--- config.mk ---
export PLATFORM = sky130hd
export DESIGN_NAME = ttt_move_ctrl
export DESIGN_NICKNAME = d
export VERILOG_FILES = /design/src/rtl/ttt_move_ctrl.sv
export SDC_FILE = /design/constraint.sdc
export NUM_CORES = 1
export LEC_CHECK = 0
export ABC_AREA = 1
export BUFFER_PORTS_ARGS = -buffer_cell sky130_fd_sc_hd__buf_2
export CORE_AREA = 8 8 102 150
export CTS_CLUSTER_SIZE = 10
export DETAILED_ROUTE_END_ITERATION = 12
export DIE_AREA = 0 0 110 158
export PLACE_DENSITY_LB_ADDON = 0.1
export SETUP_SLACK_MARGIN = 0.3
export SYNTH_ARGS = -nofsm -noshare
export SYNTH_HDL_FRONTEND = slang
export SYNTH_SLANG_ARGS = --single-unit
--- constraint.sdc ---
create_clock -name clk -period 2.1 [get_ports clk]
set_input_delay 0.42 -clock clk [delete_from_list [all_inputs] [get_ports clk]]
set_output_delay 0.42 -clock clk [all_outputs]
set_load 0.02 [all_outputs]
--- src/rtl/ttt_move_ctrl.sv ---
// Tic-tac-toe move controller: owns the board, validates and places
// moves, handles turn timeout and hands each placement to the checker.
module ttt_move_ctrl #(
   parameter int TIMEOUT_CYCLES = 750000000,
   parameter int TW = $clog2(TIMEOUT_CYCLES)
) (
   input  logic                  clk,
   input  logic                  rst_n,
   input  logic                  new_game,
   input  logic                  move_valid,
   input  logic [1:0]            move_row,
   input  logic [1:0]            move_col,
   input  logic [1:0]            winner,
   output logic [3:1][3:1][1:0]  board,
   output logic                  en_check,
   output logic [1:0]            cur_player,
   output logic                  move_accept,
   output logic                  move_reject,
   output logic                  auto_move,
   output logic                  game_over,
   output logic [1:0]            result
);

   typedef enum logic [1:0] {
      WAIT,
      CHECK,
      EVAL,
      DONE
   } state_t;

   state_t               state;
   state_t               state_n;
   logic [TW-1:0]        timer;
   logic [TW-1:0]        timer_n;
   logic [3:1][3:1][1:0] board_n;
   logic [1:0]           player_n;
   logic [1:0]           result_n;
   logic                 accept_n;
   logic                 reject_n;
   logic                 auto_n;
   logic                 check_n;
   logic                 over_n;
   logic                 occupied;
   logic                 legal;
   logic                 timeout;
   logic                 found;
   logic [1:0]           auto_r;
   logic [1:0]           auto_c;

   // Target-cell legality and turn timeout for the current request
   always_comb begin
      occupied = 1'b0;
      if (move_row != 2'd0 && move_col != 2'd0)
         occupied = (board[move_row][move_col] != 2'd0);
      legal   = move_valid && (move_row != 2'd0) && (move_col != 2'd0)
                && !occupied;
      timeout = (timer == TW'(TIMEOUT_CYCLES - 1));
   end

   // First empty cell in row-major order; scanning backwards leaves the
   // earliest hit as the final assignment
   always_comb begin
      found  = 1'b0;
      auto_r = 2'd0;
      auto_c = 2'd0;
      for (int r = 3; r >= 1; r--) begin
         for (int c = 3; c >= 1; c--) begin
            if (board[r][c] == 2'd0) begin
               found  = 1'b1;
               auto_r = 2'(r);
               auto_c = 2'(c);
            end
         end
      end
   end

   // Next-state, board update and next values of all registered outputs
   always_comb begin
      state_n  = state;
      timer_n  = timer;
      board_n  = board;
      player_n = cur_player;
      result_n = result;
      accept_n = 1'b0;
      reject_n = 1'b0;
      auto_n   = 1'b0;
      case (state)
         WAIT: begin
            timer_n = timer + TW'(1);
            if (legal) begin
               board_n[move_row][move_col] = cur_player;
               accept_n = 1'b1;
               timer_n  = '0;
               state_n  = CHECK;
            end else begin
               reject_n = move_valid;
               if (timeout) begin
                  timer_n = '0;
                  if (found) begin
                     board_n[auto_r][auto_c] = cur_player;
                     accept_n = 1'b1;
                     auto_n   = 1'b1;
                     state_n  = CHECK;
                  end else begin
                     result_n = 2'd3;
                     state_n  = DONE;
                  end
               end
            end
         end
         CHECK: begin
            state_n = EVAL;
         end
         EVAL: begin
            if (winner != 2'd0) begin
               result_n = winner;
               state_n  = DONE;
            end else begin
               player_n = (cur_player == 2'd1) ? 2'd2 : 2'd1;
               timer_n  = '0;
               state_n  = WAIT;
            end
         end
         DONE: begin
            timer_n = '0;
         end
         default: begin
            state_n = WAIT;
            timer_n = '0;
         end
      endcase
      if (new_game) begin
         state_n  = WAIT;
         timer_n  = '0;
         board_n  = '0;
         player_n = 2'd1;
         result_n = 2'd0;
         accept_n = 1'b0;
         reject_n = 1'b0;
         auto_n   = 1'b0;
      end
      check_n = (state_n == CHECK);
      over_n  = (state_n == DONE);
   end

   // State, board and output registers
   always_ff @(posedge clk or negedge rst_n) begin
      if (!rst_n) begin
         state       <= WAIT;
         timer       <= '0;
         board       <= '0;
         cur_player  <= 2'd1;
         result      <= 2'd0;
         move_accept <= 1'b0;
         move_reject <= 1'b0;
         auto_move   <= 1'b0;
         en_check    <= 1'b0;
         game_over   <= 1'b0;
      end else begin
         state       <= state_n;
         timer       <= timer_n;
         board       <= board_n;
         cur_player  <= player_n;
         result      <= result_n;
         move_accept <= accept_n;
         move_reject <= reject_n;
         auto_move   <= auto_n;
         en_check    <= check_n;
         game_over   <= over_n;
      end
   end

endmodule

==> key figures <==
Setup path
  • CP endpoint kind: register
  • WS Path Type: register to register
  • CP cell instances: nor2_2, nor2_1, o21ai_1, nand2_2, nor2_4, buf_6, inv_4, nor2_2, nor2_4, buf_6, nand3_1, nand2_1
  • CP max FO: 12
  • Required time of the critical path: 2.32 ns
  • R2R Setup Slk: 0.25 ns
  • R2R depth: 12
  • R2R Path End: board[6]$_DFFE_PN0P_
  • CP Data Arrival Time: a little over 2 ns
  • CP peak stage delay: ~0.40 ns
  • Reg-to-Reg Start: board[7]$_DFFE_PN0P_
  • Slowest stage cell, crit path: dfrtp_1
  • Setup crit end: board[6]$_DFFE_PN0P_
  • CP Launch Type: register
  • Origin of the worst setup path: board[7]$_DFFE_PN0P_

Finish
  • Area occupied by multi-input gates: 2347 µm²
  • Area growth, synth to finish: 40.91%
  • Commonest non-fill, non-tap cell in the layout: nand2_1
  • Fin nets: roughly 680
  • Filler cells: around 1400
  • Highest-count cells in the layout ignoring fill and taps: 121 x nand2_1, 79 x nor2_1, 62 x inv_1
  • Reg area: 1488 µm²
  • Share of cells above drive strength 1: 0.3616
  • Number of diodes: 0

Place
  • GP Congestion: 0.8275
  • IO Port Bufs: 36
  • HPWL after DPL: 9001 µm

Global routing
  • Largest net degree at the start of global routing: 25
  • Gr usage total: 0.1478
  • Vias in the first global route: 3918
  • GRT busiest layer: met2
  • First-pass GRT wire length: 19740 µm
  • Initial antenna violation count: 0
  • GRT overflow: 0
  • Met3 usage: 0.02689
  • M2 GR Usage: 0.2716
  • Met1 usage: 0.1564

CTS
  • Clock Pin Slew Worst Setup and Hold Paths: roughly 0.05 ns
  • Clock buffer depth: 2
  • Total CTS buffers: 9
  • Hold Buf Count CTS: 0
  • H-Tree Depth: 3
  • Root buf cell: clkbuf_16
  • Clk_lat worst skew: 0.32 ns
  • Clock Sinks: 59
  • CTS tree: yes

Outcome
  • Status: finished clean

Floorplan
  • Initial Utilization: 0.2897
  • I/O pins: 37
  • Die Ht: 158 µm
  • Area of the core: 13210 µm²
  • Die width: roughly 110 µm
  • Full die area: 17380 µm²
  • # rows: 52

Synthesis
  • Area share of the largest cell type after synthesis: 0.3793
  • YS warnings: 0
  • Synth area leaders: dfrtp_1 38%, nand2_1 14%, nor2_1 10%
  • Synthesis-stage register bit count: 59
  • Post-Syn Nets: 582
  • Area leader, netlist: dfrtp_1
  • Cell count after synthesis: around 570
  • Synth Cell Area: 3826 µm²
  • Post-Syn Area per Cell: 6.748 µm²
  • Synth unique cells: 33
  • Post-synthesis sequential area ratio: 0.3862

Timing
  • F_max: ~0.54 GHz
  • Hold_ws: 0.07890 ns
  • Worst Tran Pin Value: 0.5469 ns
  • Fin. Hold Viols: 0
  • Final worst-path cycle share: 0.8808
  • Final slew viol count: 0
  • Final setup fails: 0
  • Final Skew: between 0.005 and 0.006 ns
  • RSZ-0062 raised after global routing: true
  • Max-slew headroom: 0.6354
  • Final min period: 1.850 ns
  • Final setup TNS: 0 ns

Power
  • Leak pwr: 2.643 nW
  • Peak VDD IR: 0.4052 mV
  • Power Total: about 0.0046 W
  • Power Density: about 850 nW/µm²

Routing
  • Vias per cell: between 4 and 5
  • Pre-antenna DRT Iters: 4
  • DRT iter0 DRCs: 130
  • Post-route ant nets: 0
  • WL final: ~13000 µm
  • Routed WL per cell: 15.05 µm
  • Via Count: 3919
  • Drc violations: 0

Flow run
  • Max-cap violation count: 0

Min path
  • Worst hold path type: input port to asynchronous set/reset pin
-- power breakdown --
group | switching (W) | leakage, nW | internal, W | total [W]
clock network | 0.000505 | 0.141 | 0.000950 | 0.00146
registers | 0.0000748 | 0.796 | 0.00124 | 0.00132
logic | 0.00110 | 1.71 | 0.000736 | 0.00184
-- sequential cells by signal, indices dropped and copies added (netlist names), 2 cells and up --
name	count
board	18
result	2
state	2
cur_player	2
timer	30
-- cell usage after synthesis, drive strengths merged --
master and count:
a21boi 1, a21oi 7, a22oi 1, a31oi 2, and2 1, buf 6
clkbuf 3, dfrtp 58, dfstp 1, ha 5, inv 84, nand2 153
nand3 58, nand3b 1, nand4 11, nor2 122, nor3 12, nor3b 1
nor4 1, o21ai 19, o21bai 1, o22ai 2, xnor2 2, xor2 15
-- kinds of logic (layout without fill, tap and decap cells) --
kind of cell / after synthesis / count (layout) / synth area share
AND/OR/NAND/NOR: 360 / 360 / 0.4068
XOR/XNOR: 17 / 17 / 0.03892
AO/OA/AOI/OAI: 33 / 33 / 0.05134
adder cells (fa/ha/maj): 5 / 5 / 0.01635
flip-flops: 59 / 59 / 0.3862
buffers and inverters: 93 / 198 / 0.1004
-- area by class of cell --
| class | count | area share |
|---|---|---|
| Multi-Input combinational cell | 415 | 0.4354 |
| Clock buffer | 14 | 0.04711 |
| Inverter | 84 | 0.06127 |
| Tap cell | 162 | 0.03760 |
| Clock inverter | 2 | 0.006498 |
| Sequential cell | 59 | 0.2759 |
| Timing Repair Buffer | 98 | 0.1362 |
-- how the worst min path moves through the flow --
stage,start,end,slack [ns],depth (start not counted)
2_1_floorplan,rst_n,auto_move$_DFF_PN0_,0.12,0
3_3_place_gp,rst_n,timer[26]$_DFFE_PN0P_,0.43,1
3_5_place_dp,rst_n,timer[26]$_DFFE_PN0P_,0.43,1
4_1_cts,rst_n,timer[24]$_DFFE_PN0P_,0.08,1
5_1_grt,rst_n,timer[24]$_DFFE_PN0P_,0.11,1
6_report,rst_n,timer[24]$_DFFE_PN0P_,0.08,1
-- routing by layer --
metal	vias up	routed length, µm
met1	1865	4856
met4	0	336
met5	-	0
met2	65	7083
met3	20	275
li1	1969	-
-- worst max-delay path, delay by kind of cell, from the launching register on --
kind,cells,cell delay (ns)
AO/OA/AOI/OAI,1,0.18
flip-flops,1,0.40
AND/OR/NAND/NOR,8,0.82
buffers and inverters,3,0.33
-- stage by stage --
stage | util | worst slack [ns] | instance area [µm²] | cells
floorplan | - | 0.3168 | 3826 | 567
global placement | 0.3290 | 0.1071 | 4345 | 780
detailed placement | 0.3290 | 0.1113 | 4345 | 780
CTS | 0.3725 | 0.2697 | 4920 | 811
global route | 0.4082 | 0.1483 | 5391 | 834
finish | 0.4082 | 0.2503 | 5391 | 834
-- timing repair --
item,in CTS,in global routing
resized for setup,47,84
endpoints found under the setup margin,47,49
buffers inserted,14,22
gates cloned,1,1
pin swaps,13,43
No activity file was read; power rests on OpenSTA's default activity.
